File: src/rtl/arrow_pkg.sv
// ============================================================================
//  arrow_pkg
//  Shared types and default constants for the arrow shot scheduler.
//  Revision: 1.0
// ============================================================================
`default_nettype none

package arrow_pkg;

  typedef enum logic [1:0] {
    S_IDLE  = 2'd0,
    S_ISSUE = 2'd1,
    S_WAIT  = 2'd2,
    S_OVER  = 2'd3
  } sched_state_t;

  localparam logic [7:0] WHO_NONE = 8'd0;

  localparam int DEF_N_SHOOTERS  = 4;
  localparam int DEF_SHOT_WINDOW = 27000001;
  localparam int DEF_COOLDOWN    = 50000000;
  localparam int DEF_MAX_LIVES   = 3;

endpackage

`default_nettype wire

File: src/rtl/arrow_scheduler_if.sv
// ============================================================================
//  arrow_scheduler_if
//  Shooter requests, game control and animation strobe bundle.
//  Revision: 1.0
// ============================================================================
`default_nettype none

interface arrow_scheduler_if
  import arrow_pkg::*;
#(
  parameter int N_SHOOTERS = DEF_N_SHOOTERS
);
  logic [N_SHOOTERS-1:0] req;
  logic                  restart;
  logic                  hit;
  logic [N_SHOOTERS-1:0] grant;
  logic [7:0]            who_shoot;
  logic                  busy;
  logic [2:0]            lives;
  logic                  alive;

  modport master (
    output req, restart, hit,
    input  grant, who_shoot, busy, lives, alive
  );

  modport slave (
    input  req, restart, hit,
    output grant, who_shoot, busy, lives, alive
  );
endinterface

`default_nettype wire

File: src/rtl/arrow_scheduler_rr_arbiter.sv
// ============================================================================
//  rr_arbiter
//  Combinational round-robin pick: first eligible index at or after pointer.
//  Revision: 1.0
// ============================================================================
`default_nettype none

module rr_arbiter #(
  parameter int N  = 4,
  parameter int PW = 2
) (
  input  wire logic [N-1:0]  i_eligible,
  input  wire logic [PW-1:0] i_ptr,
  output logic      [PW-1:0] o_winner,
  output logic               o_valid
);

  logic [PW-1:0] w_idx;

  // Scan offsets from far to near so the nearest eligible index wins.
  always_comb begin
    o_winner = '0;
    o_valid  = 1'b0;
    w_idx    = '0;
    for (int k = N - 1; k >= 0; k--) begin
      w_idx = PW'((int'(i_ptr) + k) % N);
      if (i_eligible[w_idx]) begin
        o_winner = w_idx;
        o_valid  = 1'b1;
      end
    end
  end

endmodule

`default_nettype wire

File: src/rtl/arrow_scheduler.sv
// ============================================================================
//  arrow_scheduler
//  Arbitrates shooters onto the arrow animation, times each shot, tracks lives.
//  Revision: 1.0
// ============================================================================
`default_nettype none

module arrow_scheduler
  import arrow_pkg::*;
#(
  parameter int N_SHOOTERS  = DEF_N_SHOOTERS,
  parameter int SHOT_WINDOW = DEF_SHOT_WINDOW,
  parameter int COOLDOWN    = DEF_COOLDOWN,
  parameter int MAX_LIVES   = DEF_MAX_LIVES
) (
  input wire logic        Clk,
  input wire logic        Reset_n,
  arrow_scheduler_if.slave bus
);

  localparam int PW = (N_SHOOTERS > 1) ? $clog2(N_SHOOTERS) : 1;
  localparam int WW = $clog2(SHOT_WINDOW + 1);
  localparam int CW = $clog2(COOLDOWN + 1);

  localparam logic [WW-1:0]         c_win_load = WW'(SHOT_WINDOW - 1);
  localparam logic [CW-1:0]         c_cool_load = CW'(COOLDOWN);
  localparam logic [2:0]            c_lives_init = 3'(MAX_LIVES);
  localparam logic [N_SHOOTERS-1:0] c_one = N_SHOOTERS'(1);

  sched_state_t          r_state, w_state_nxt;
  logic [PW-1:0]         r_ptr, r_winner, w_pick;
  logic                  w_pick_vld;
  logic [N_SHOOTERS-1:0] w_cooling, w_eligible;
  logic [CW-1:0]         r_cool [N_SHOOTERS];
  logic [WW-1:0]         r_win_cnt;
  logic [2:0]            r_lives, w_lives_nxt;
  logic                  r_alive, r_hit_prev, r_hit_taken;
  logic                  w_hit_edge, w_hit_count;
  logic [N_SHOOTERS-1:0] r_grant;
  logic [7:0]            r_who;
  logic                  r_busy;

  for (genvar i = 0; i < N_SHOOTERS; i++) begin : g_cool
    assign w_cooling[i] = (r_cool[i] != '0);
  end

  assign w_eligible = bus.req & ~w_cooling;

  rr_arbiter #(
    .N  (N_SHOOTERS),
    .PW (PW)
  ) u_rr_arbiter (
    .i_eligible (w_eligible),
    .i_ptr      (r_ptr),
    .o_winner   (w_pick),
    .o_valid    (w_pick_vld)
  );

  // The taken flag is being cleared during ISSUE, so an edge there always counts.
  assign w_hit_edge  = bus.hit & ~r_hit_prev;
  assign w_hit_count = w_hit_edge &
                       ((r_state == S_ISSUE) | ((r_state == S_WAIT) & ~r_hit_taken));
  assign w_lives_nxt = (w_hit_count && (r_lives != 3'd0)) ? (r_lives - 3'd1) : r_lives;

  always_comb begin
    w_state_nxt = r_state;
    case (r_state)
      S_IDLE:  if (w_pick_vld) w_state_nxt = S_ISSUE;
      S_ISSUE: w_state_nxt = S_WAIT;
      S_WAIT:  if (r_win_cnt == '0) w_state_nxt = (w_lives_nxt == 3'd0) ? S_OVER : S_IDLE;
      S_OVER:  w_state_nxt = S_OVER;
      default: w_state_nxt = S_IDLE;
    endcase
    if (bus.restart) w_state_nxt = S_IDLE;
  end

  always_ff @(posedge Clk or negedge Reset_n) begin
    if (!Reset_n) begin
      r_state     <= S_IDLE;
      r_ptr       <= '0;
      r_winner    <= '0;
      r_win_cnt   <= '0;
      r_lives     <= c_lives_init;
      r_alive     <= 1'b1;
      r_hit_prev  <= 1'b0;
      r_hit_taken <= 1'b0;
      r_grant     <= '0;
      r_who       <= WHO_NONE;
      r_busy      <= 1'b0;
      for (int i = 0; i < N_SHOOTERS; i++) r_cool[i] <= '0;
    end else begin
      r_state    <= w_state_nxt;
      r_hit_prev <= bus.hit;
      if (bus.restart) begin
        r_ptr       <= '0;
        r_win_cnt   <= '0;
        r_lives     <= c_lives_init;
        r_alive     <= 1'b1;
        r_hit_taken <= 1'b0;
        r_grant     <= '0;
        r_who       <= WHO_NONE;
        r_busy      <= 1'b0;
        for (int i = 0; i < N_SHOOTERS; i++) r_cool[i] <= '0;
      end else begin
        if ((r_state == S_IDLE) && (w_state_nxt == S_ISSUE)) begin
          r_grant  <= c_one << w_pick;
          r_who    <= 8'(w_pick) + 8'd1;
          r_winner <= w_pick;
        end else begin
          r_grant <= '0;
          r_who   <= WHO_NONE;
        end
        r_busy <= (w_state_nxt == S_ISSUE) || (w_state_nxt == S_WAIT);

        for (int i = 0; i < N_SHOOTERS; i++) begin
          if ((r_state == S_ISSUE) && (r_winner == PW'(i))) r_cool[i] <= c_cool_load;
          else if (r_cool[i] != '0)                         r_cool[i] <= r_cool[i] - CW'(1);
        end

        if (r_state == S_ISSUE) begin
          r_win_cnt   <= c_win_load;
          r_ptr       <= (r_winner == PW'(N_SHOOTERS - 1)) ? '0 : (r_winner + PW'(1));
          r_hit_taken <= w_hit_count;
        end else begin
          if ((r_state == S_WAIT) && (r_win_cnt != '0)) r_win_cnt <= r_win_cnt - WW'(1);
          if (w_hit_count) r_hit_taken <= 1'b1;
        end

        r_lives <= w_lives_nxt;
        r_alive <= (w_lives_nxt != 3'd0);
      end
    end
  end

  assign bus.grant     = r_grant;
  assign bus.who_shoot = r_who;
  assign bus.busy      = r_busy;
  assign bus.lives     = r_lives;
  assign bus.alive     = r_alive;

endmodule

`default_nettype wire
File: src/flat_wrapper.sv
// flat-port wrapper written by rule: the top's interface ports become plain ports
module arrow_scheduler_flat import arrow_pkg::*;
#(
  parameter int N_SHOOTERS  = DEF_N_SHOOTERS,
  parameter int SHOT_WINDOW = DEF_SHOT_WINDOW,
  parameter int COOLDOWN    = DEF_COOLDOWN,
  parameter int MAX_LIVES   = DEF_MAX_LIVES
)
  (Clk, Reset_n, bus_req, bus_restart, bus_hit, bus_grant, bus_who_shoot, bus_busy, bus_lives, bus_alive);
  arrow_scheduler_if #(.N_SHOOTERS(N_SHOOTERS)) bus_i ();
  input wire logic Clk;
  input wire logic Reset_n;
  input wire logic [$bits(bus_i.req)-1:0] bus_req;
  input wire logic [$bits(bus_i.restart)-1:0] bus_restart;
  input wire logic [$bits(bus_i.hit)-1:0] bus_hit;
  output wire logic [$bits(bus_i.grant)-1:0] bus_grant;
  output wire logic [$bits(bus_i.who_shoot)-1:0] bus_who_shoot;
  output wire logic [$bits(bus_i.busy)-1:0] bus_busy;
  output wire logic [$bits(bus_i.lives)-1:0] bus_lives;
  output wire logic [$bits(bus_i.alive)-1:0] bus_alive;
  assign bus_i.req = bus_req;
  assign bus_i.restart = bus_restart;
  assign bus_i.hit = bus_hit;
  assign bus_grant = bus_i.grant;
  assign bus_who_shoot = bus_i.who_shoot;
  assign bus_busy = bus_i.busy;
  assign bus_lives = bus_i.lives;
  assign bus_alive = bus_i.alive;
  arrow_scheduler #(.N_SHOOTERS(N_SHOOTERS), .SHOT_WINDOW(SHOT_WINDOW), .COOLDOWN(COOLDOWN), .MAX_LIVES(MAX_LIVES)) u_core (.Clk(Clk), .Reset_n(Reset_n), .bus(bus_i));
endmodule
File: config.mk
export PLATFORM = sky130hd
export DESIGN_NAME = arrow_scheduler_flat
export DESIGN_NICKNAME = d
export VERILOG_FILES = /design/src/rtl/arrow_pkg.sv /design/src/rtl/arrow_scheduler_if.sv /design/src/rtl/arrow_scheduler_rr_arbiter.sv /design/src/rtl/arrow_scheduler.sv /design/src/flat_wrapper.sv
export SDC_FILE = /design/constraint.sdc
export NUM_CORES = 1
export LEC_CHECK = 0
export ABC_CLOCK_PERIOD_IN_PS = 4100
export BUFFER_PORTS_ARGS = -buffer_cell sky130_fd_sc_hd__buf_2
export CORE_MARGIN = 2
export CORE_UTILIZATION = 31
export CTS_BUF_LIST = sky130_fd_sc_hd__clkbuf_2 sky130_fd_sc_hd__clkbuf_4 sky130_fd_sc_hd__clkbuf_8
export DETAILED_ROUTE_END_ITERATION = 7
export MAX_ROUTING_LAYER = met4
export PLACE_DENSITY = 0.56
export SYNTH_ARGS = -nofsm -noshare
export SYNTH_HDL_FRONTEND = slang
export SYNTH_SLANG_ARGS = --single-unit
File: constraint.sdc
create_clock -name Clk -period 4.1 [get_ports Clk]
set_input_delay 0.41 -clock Clk [delete_from_list [all_inputs] [get_ports Clk]]
set_output_delay 0.41 -clock Clk [all_outputs]
set_load 0.05 [all_outputs]
# Word-level counts from Yosys, hierarchy flattened
# Cells that the tools add are included.
# word_totals
regBits	154
inputBits	8
wordCells	122
# op_classes
n_addsub	11
order_cmp	4
n_eq_ne	8
shift	1
muxes	47
bitwise	9
n_reduce_logical	27
# ops
operator	n
26-bit 2-to-1 mux	8
104-bit 2-to-1 mux	1
26-bit nonzero test	4
26-bit by 1-bit subtractor with 26-bit output, second input constant	4
25-bit 2-to-1 mux	3
25-bit logical NOT	1
25-bit nonzero test	1
25-bit by 1-bit subtractor with 25-bit output, second input constant	1
3-bit nonzero test	8
2-bit 2-to-1 mux	11
8-bit 2-to-1 mux	2
1-bit 2-to-1 mux	13
2-bit by 3-bit less-than comparator with 1-bit output, second input constant	4
2-bit == test, second input constant	5
1-bit binary-select mux with 2-bit select	4
4-bit 2-to-1 mux	2
2-bit one-hot mux with 4 select lines	1
1-bit logical AND	7
2-bit by 1-bit == test with 1-bit output, second input constant	3
3-bit 2-to-1 mux	2
2-bit by 1-bit adder with 2-bit output, second input constant	2
2-bit adder, second input constant	2
4-bit bitwise AND	1
2-bit logical NOT	2
11 further kinds	15

# Longest topological paths before layout
# Gate-level depths: netlist of the first run.
# logic_depth
ltp_word	16
mapped_depth	12

# By module
# Synthesis of the first run repeated with hierarchy kept, for this count alone.
# hier_totals
hier_cells	862
area_unflattened_um2	8051.5
# modules_own_cells
mod	n_inst	cells_per_inst	area_each_um2
arrow_scheduler	1	849	7973.9
rr_arbiter	1	13	77.6

# Worst setup path after synthesis of the first run
# Ideal clock, no wire load.
# synth_path
path_type	reg2reg
start	register u_core.r_lives[0], in the netlist u_core.bus.lives[0]
end	register u_core.r_winner[1]
setup_time_ps	110
t_arrival_ps	3330
path_slack_ps	659
path_stages_with_launch	13
n_path_buf	1
path_cell_list	dfstp_2 inv_1 ha_1 ha_1 a211o_1 clkbuf_1 mux2i_1 o41a_1 o21bai_1 ha_1 nor4b_1 nand2b_1 o41ai_1
# synth_via
elab_chain_cells	11
elab_cells_between_ends	12
# synth_rtl
element	line_no	rtl
start, declared	arrow_scheduler.sv:36	logic [2:0] r_lives, w_lives_nxt;
start signal, assigned	arrow_scheduler.sv:83	r_lives <= c_lives_init;
start signal, assigned	arrow_scheduler.sv:97	r_lives <= c_lives_init;
start signal, assigned	arrow_scheduler.sv:129	r_lives <= w_lives_nxt;
branches (longest 2 deep; another with 3-bit by 1-bit subtractor with 3-bit output)	n/a	
3-bit 2-to-1 mux (*)	arrow_scheduler.sv:63	assign w_lives_nxt = (w_hit_count && (r_lives != 3'd0)) ? (r_lives - 3'd1) : r_lives;
3-bit logical NOT (*)	arrow_scheduler.sv:70	S_WAIT: if (r_win_cnt == '0) w_state_nxt = (w_lives_nxt == 3'd0) ? S_OVER : S_IDLE;
2-bit 2-to-1 mux (*) (2 in a row)	arrow_scheduler.sv:70	
2-bit one-hot mux with 4 select lines (*)	arrow_scheduler.sv:67	case (r_state)
2-bit 2-to-1 mux (*)	arrow_scheduler.sv:74	if (bus.restart) w_state_nxt = S_IDLE;
2-bit by 1-bit == test with 1-bit output (*)	arrow_scheduler.sv:105	if ((r_state == S_IDLE) && (w_state_nxt == S_ISSUE)) begin
1-bit logical AND (*)	arrow_scheduler.sv:105	
2-bit AND reduction (no source line) (*)	n/a	
end signal, assigned	arrow_scheduler.sv:108	r_winner <= w_pick;
end, declared	arrow_scheduler.sv:31	logic [PW-1:0] r_ptr, r_winner, w_pick;
# Every way passes the cells marked *.
# A chain may end at the register's enable or synchronous reset.

# Worst setup path after layout of the first run
# layout_path
start	register u_core.r_cool[47] in the netlist's numbering
end	register u_core.r_winner[1]
# layout_via
elab_chain_cells	15
elab_cells_between_ends	25
# layout_rtl
element	line_no	rtl
start, declared	arrow_scheduler.sv:34	logic [CW-1:0] r_cool [N_SHOOTERS];
start signal, assigned by index	arrow_scheduler.sv:116	if ((r_state == S_ISSUE) && (r_winner == PW'(i))) r_cool[i] <= c_cool_load;
26-bit nonzero test (*)	arrow_scheduler.sv:44	assign w_cooling[i] = (r_cool[i] != '0);
4-bit inverter (*)	arrow_scheduler.sv:47	assign w_eligible = bus.req & ~w_cooling;
4-bit bitwise AND (*)	arrow_scheduler.sv:47	
1-bit binary-select mux with 2-bit select	arrow_scheduler_rr_arbiter.sv:27	if (i_eligible[w_idx]) begin
1-bit 2-to-1 mux (implied by the code)	arrow_scheduler_rr_arbiter.sv:27	
1-bit 2-to-1 mux (3 in a row)	arrow_scheduler_rr_arbiter.sv:27	
1-bit 2-to-1 mux (*)	arrow_scheduler_rr_arbiter.sv:27	
2-bit 2-to-1 mux (*)	arrow_scheduler.sv:68	S_IDLE: if (w_pick_vld) w_state_nxt = S_ISSUE;
2-bit one-hot mux with 4 select lines (*)	arrow_scheduler.sv:67	
2-bit 2-to-1 mux (*)	arrow_scheduler.sv:74	
named net u_core.w_state_nxt[0]	arrow_scheduler.sv:30	sched_state_t r_state, w_state_nxt;
2-bit by 1-bit == test with 1-bit output (*)	arrow_scheduler.sv:105	
1-bit logical AND (*)	arrow_scheduler.sv:105	
2-bit AND reduction (no source line) (*)	n/a	
# The timed path passes the listed nets; every way through them passes the cells marked *. The select of a mux whose other input is x is not followed.

==> flow_summary.ini, run 1 <==
[timing]
finalCritPeriodShare = 0.812
fin_hold_ws_ns = 0.0628
worst_pin_slew_ns = 1.21
final-setup-viol-count = 0
fin_skew_ns = 0.0150
setup_slack_ns = 0.771
relSlewSlack = 0.186
period_minus_slack_ns = 3.33
hold_viol_final = 0
rsz0062_at_grt = false
finalSetupTns_ns = 0
clock.fmax_ghz = 0.300
maxSlewViolCount = 0

[synth]
ys_warn_count = 0
synth-seq-area-share = 0.437
synth_edf_count = 0
synth_top_cell_by_area = dfrtp_1
syn_inst = 891
synth_ff_type = dfrtp_1
synth_seq_cells = 148
avgSynthCellArea_um2 = 9.52
synth_cell_types = 73
synthTopCellsByArea = dfrtp_1, o31ai_1, or4_1, a21oi_1, or3_1
async_reset_ff_frac = 1.00
synth_area_um2 = 8480
netlist.area_leader.share = 0.428

[worst_setup_path]
slowest_stage = or4_4
path_max_fanout = 7
critPathRequiredTime_ns = 4.44
endpoint_kind = flop
crit_chain = or4_4 > or4_4 > nor3_2 > a211oi_1 > a211oi_1 > ha_1 > nor4b_1 > buf_4 > nand2b_1 > o41ai_1
timing.rr.end = u_core.r_winner[1]
cp_data_arrival_time_ns = 3.67
r2r_start = u_core.r_cool[47]
reg2regPathDepth = 10
rrSetupSlack_ns = 0.77
crit_path_start_kind = flop
slowest_delay_ns = 0.58
path_class = reg -> reg

[die]
fp.dieArea_um2 = 28700
die_w_um = 169
die_y_um = 169
initial_utilization = 0.316
row_count = 60
core_um2 = 26900
ios = 25

[routing]
vias = 7094
wl_um = 20500
ant_nets = 0
drc = 0
drt_first_pass_iters = 7
vias_per_cell = 5.64
wl_per_cell_um = 16.3
drtIter0Drc = 451

[cells_and_area]
area_delta_synth_final_pct = 9.91
fin_nets = 933
fill_cells = 2758
multi_input_area_um2 = 4500
drive_gt1_frac = 0.134
regArea_um2 = 3710

[global_routing]
grt_overflow_total = 0
grt_pass1_vias = 7002
antenna_found_initial = 1
grt_max_degree = 101
grtUsageTotal = 0.155
grt_pass1_wl_um = 35400

[clock_network]
path_clk_slew_ns = 0.09
cts.hold.buffers_added = 0
cts.path.max_buffers = 2
clk_latency_ns = 0.46
clock_sinks = 148
numCtsBuffers = 17
cts_setup_buffers = 0
cts_resized = 0
htreeDepth = 4
root_buffer = clkbuf_8
cts_tree = done

[placement]
io_buffers = 19
hpwlAfterDp_um = 13800
gp_congestion = 0.862
dp_slack_ns = 0.813

[run_status]
status = finished, final reports clean

[hold_path]
hold_class = in -> async

[pwr]
p_leak_uw = 0.00380
vdd_drop_max_uv = 391
power_density_nw_per_um2 = 942

[run]
max_cap_violations = 0
cells in the final DEF (no fill, tap or decap), types with 19 or more instances in the layout:
cell,Yosys,layout
a21oi_1,57,57
a31oi_1,40,40
dfrtp_1,145,145
ha_1,21,21
inv_1,22,22
nand2_1,29,29
nand2b_1,20,20
nand3_1,20,20
nor2_1,68,68
nor3_1,37,36
nor4_1,19,19
o21ai_0,39,39
o31ai_1,43,43
or3_1,43,43
or4_1,41,41
xor2_1,23,23
layout make-up:
class / instances / share of cell area
Antenna cell: 1 / 0.000268
Clock inverter: 13 / 0.0146
Timing Repair Buffer: 35 / 0.0238
Clock buffer: 18 / 0.0259
Multi-Input combinational cell: 680 / 0.483
Inverter: 22 / 0.00886
Sequential cell: 148 / 0.398
Tap cell: 341 / 0.0458
power by group:
group / internal, uW / leakage, uW / switching [uW]
logic: 1960 / 0.00163 / 3120
clock network: 540 / 0.000172 / 578
registers: 1980 / 0.00200 / 594
total: 4480 / 0.00380 / 4290
layer usage:
metal	GRT usage	wire, um
met1	0.202	9760
met4	0.0450	269
met3	0.0310	772
met2	0.246	9730
met5	-	0
worst max-delay path, delay by kind of cell (launching register included):
kind            cells  cell delay [ns]
simple gates        5             1.64
buf+inv             1             0.21
flops               1             0.44
fa+ha+maj           1             0.21
compound gates      3             0.72
through the flow:
stage	cell area, um^2	std cells	util	total power [uW]
floorplan	8500	895	-	6420
global placement	8940	1226	0.333	7560
detailed placement	8940	1226	0.333	7620
CTS	9320	1257	0.347	8790
global route	9320	1258	0.347	9640
finish	9320	1258	0.347	8780
Yosys cell counts (21+ instances only):
cell	n
or3_1	43
o21ai_0	39
nand2_1	29
ha_1	21
a21oi_1	57
o31ai_1	43
dfrtp_1	145
xor2_1	23
inv_1	22
a31oi_1	40
nor3_1	37
or4_1	41
clkbuf_1	29
nor2_1	68
how the worst max path moves through the flow:
stage,from,end,slack (ns),cells after the start
after floorplan,u_core.bus.lives[0],u_core.r_winner[1],0.66,12
after global placement,u_core.r_state[0],u_core.r_winner[1],0.94,9
after detailed placement,u_core.r_cool[47],u_core.r_winner[1],0.81,10
after CTS,u_core.r_cool[47],u_core.r_winner[1],0.79,10
after global routing,u_core.r_cool[78],u_core.r_winner[1],0.40,13
final,u_core.r_cool[47],u_core.r_winner[1],0.77,10
flip-flops by register name, summed over array words and instances, names as in the netlist:
signal                cells
u_core.r_win_cnt         25
u_core.bus.lives          3
u_core.r_hit_taken        1
u_core.bus.grant          3
u_core.bus.alive          1
u_core.r_winner           2
u_core.bus.busy           1
u_core.bus.who_shoot      3
u_core.r_ptr              2
u_core.r_hit_prev         1
u_core.r_state            2
u_core.r_cool           104
logic make-up after synthesis:
kind of cell / share of synthesized area
buffers and inverters: 0.0342
adders and majority gates: 0.0310
and+or+nand+nor: 0.271
DFF: 0.437
AOI/OAI and AO/OA: 0.178
other: 0.000442
xor gates and xnor gates: 0.0382
muxes: 0.0102
Note: power is estimated with default switching activity, not from simulation.
==> run 2: changes to the inputs <==
--- a/config.mk
+++ b/config.mk
@@ -5,7 +5,8 @@
 export SDC_FILE = /design/constraint.sdc
 export NUM_CORES = 1
 export LEC_CHECK = 0
-export ABC_CLOCK_PERIOD_IN_PS = 4100
+export ABC_AREA = 1
+export ABC_CLOCK_PERIOD_IN_PS = 3300
 export BUFFER_PORTS_ARGS = -buffer_cell sky130_fd_sc_hd__buf_2
 export CORE_MARGIN = 2
 export CORE_UTILIZATION = 31
==> constraint.sdc (replaced) <==
create_clock -name Clk -period 3.3 [get_ports Clk]
set_input_delay 0.33 -clock Clk [delete_from_list [all_inputs] [get_ports Clk]]
set_output_delay 0.33 -clock Clk [all_outputs]
set_load 0.05 [all_outputs]
==> run 2 against run 1 <==
Sequential power rose by 20%. Register-to-register slack got worse by 0.32 ns. Via count up 6.5%. First-iteration DRC count is 4.2% lower. Critical endpoint is now u_core.r_winner[0].
==> flow_summary.ini, run 2 <==
[cells_and_area]
largest_reg_flops = 104
diodes = 0
top_regs = u_core.r_cool: 104 flops, u_core.r_win_cnt: 25 flops
largest_register = u_core.r_cool
fin_cells = 1634
fin_nets = 1266
area_delta_synth_final_pct = 10.8
final_common_cell = nor2_1
mostFrequentLayoutCells = nor2_1, inv_1, nand2_1, dfrtp_1, o21ai_0
drive_gt1_frac = 0.133
stdcell_area_um2 = 9890

[worst_setup_path]
crit_family = simple AND/OR/NAND/NOR gates
cp_data_arrival_time_ns = 3.18
crit_chain = inv_1 > nand2_2 > inv_4 > o21ai_2 > nand3b_1 > a21oi_1 > nand2_1 > nor2_1 > inv_1 > a31oi_1 > inv_1 > ha_1 > nand3_1 > inv_1 > nor2_1 > a21oi_2
timing.rr.end = u_core.r_winner[0]
rrSetupSlack_ns = 0.45
path_max_fanout = 14
crit_buf_inv = 5
slowest_delay_ns = 0.39
slowest_stage = dfrtp_1
r2r_start = u_core.r_state[1]
crit_path_start_kind = flop
cp_common_cell = inv_1
endpoint_kind = flop
critPathRequiredTime_ns = 3.63
path_class = reg -> reg
reg2regPathDepth = 16

[synth]
synth_seq_cells = 148
synthSimpleGateAreaFrac = 0.318
yosysMostFrequentCell = nor2_1
synth_xor_area_frac = 0.0324
synthTopCellsByCount = nor2_1, inv_1, nand2_1
synth_adder_area_share = 0.0294
synth_top_cell_by_area = dfrtp_1
synth-compound-area-share = 0.108
synth_cell_types = 50
synth_area_um2 = 8930
async_reset_ff_frac = 1.00
synth_ff_type = dfrtp_1
netlist.area_leader.share = 0.406
synthMuxAreaShare = 0
avgSynthCellArea_um2 = 7.44
ys_warn_count = 0
synth-seq-area-share = 0.415
synth_edf_count = 0
synth_top_family_by_area = simple AND/OR/NAND/NOR gates
syn_inst = 1201
synthTopCellsByArea = dfrtp_1, nor2_1, inv_1, nand2_1, o21ai_0

[run_status]
status = finished, final reports clean

[global_routing]
antenna_found_initial = 0
grt_max_degree = 53
grt_pass1_vias = 7353
grt_pass1_wl_um = 36000
grt_overflow_total = 0
grtUsageTotal = 0.150

[timing]
worst_pin_slew_ns = 0.569
clock.fmax_ghz = 0.351
fin_skew_ns = 0.0180
period_minus_slack_ns = 2.85
finalSetupTns_ns = 0
relSlewSlack = 0.617
maxSlewViolCount = 0
hold_viol_final = 0
setup_slack_ns = 0.449
finalCritPeriodShare = 0.864
final-setup-viol-count = 0
rsz0062_at_grt = false

[clock_network]
numCtsBuffers = 17
path_clk_slew_ns = 0.08
clock_sinks = 148
cts.path.max_buffers = 2
cts_resized = 0
root_buffer = clkbuf_8
cts_tree = done
clk_latency_ns = 0.45
htreeDepth = 4

[routing]
drtIter0Drc = 432
dr.max_layer_used = met4
routedLengthMet1_um = 10200
ant_nets = 0
wl_um = 20900
drt_first_pass_iters = 5
vias = 7558
wl_met2_um = 9710
vias_per_cell = 4.63
drc = 0
wl_per_cell_um = 12.8
met3_length_um = 567

[pwr]
p_leak_uw = 0.00513
finalPower_uw = 10500
vdd_drop_max_uv = 444
power_density_nw_per_um2 = 1060

[die]
die_w_um = 174
ios = 25
initial_utilization = 0.313
row_count = 62
fp.dieArea_um2 = 30200
die_y_um = 174
core_um2 = 28500

[placement]
gp_congestion = 0.858
placed_cells = 1600
io_buffers = 19
hpwlAfterDp_um = 15600
place_area_um2 = 9490
dp_slack_ns = 0.443

[hold_path]
worstHoldEndpoint = u_core.r_cool[37]
hold_class = in -> reg
hp-start = bus_restart
min_delay_path_depth = 2

[run]
max_cap_violations = 0
-- run 2: timing repair --
action | CTS | global route
hold buffers | 2 | 0
hold endpoints to repair | 47 | 0
setup buffers | 0 | 0
-- run 2: worst max path at each step --
| stage | startpoint | end | depth (start not counted) |
|---|---|---|---|
| 6_report | u_core.r_state[1] | u_core.r_winner[0] | 16 |
| 5_1_grt | u_core.r_state[1] | u_core.r_winner[0] | 16 |
| 4_1_cts | u_core.r_state[1] | u_core.r_winner[0] | 16 |
| 3_5_place_dp | u_core.r_state[1] | u_core.r_winner[0] | 16 |
| 3_3_place_gp | u_core.r_state[1] | u_core.r_winner[0] | 17 |
| 2_1_floorplan | u_core.bus.lives[0] | u_core.r_winner[0] | 17 |
-- run 2: cell type report --
type,count,area [um^2]
Inverter,203,769
Timing Repair Buffer,27,179
Clock buffer,19,249
Sequential cell,148,3710
Clock inverter,13,136
Multi-Input combinational cell,840,4370
Tap cell,384,480
Fill cell,3112,18700
-- run 2: per-stage QoR --
step / util / hold WS [ns]
floorplan: - / 0.0344
global placement: 0.332 / 0.324
detailed placement: 0.332 / 0.321
CTS: 0.347 / 0.232
global route: 0.347 / 0.220
finish: 0.347 / 0.248
-- run 2: cell families after synthesis --
family / after synthesis
other: 1
xor gates and xnor gates: 33
and+or+nand+nor: 602
buffers and inverters: 217
DFF: 148
AOI/OAI and AO/OA: 179
adders and majority gates: 21
-- run 2: report_power, final --
| part | internal, uW | leakage [uW] | switching [uW] | total (uW) |
|---|---|---|---|---|
| clock | 683 | 0.000177 | 713 | 1400 |
| combinational | 2050 | 0.00297 | 3910 | 5960 |
| sequential | 2470 | 0.00199 | 618 | 3090 |
-- run 2: metal layers --
| metal | track usage | vias up |
|---|---|---|
| met5 | - | - |
| met4 | 0.0424 | 0 |
| met3 | 0.0268 | 23 |
| met2 | 0.239 | 79 |
| met1 | 0.195 | 3565 |
| li1 | - | 3891 |
-- run 2: worst reg2reg max path, delay by kind of cell, from the launching register on --
family	cells	cell delay (ns)
compound gates	4	0.56
simple gates	6	1.06
buf+inv	5	0.57
fa+ha+maj	1	0.17
flops	1	0.39
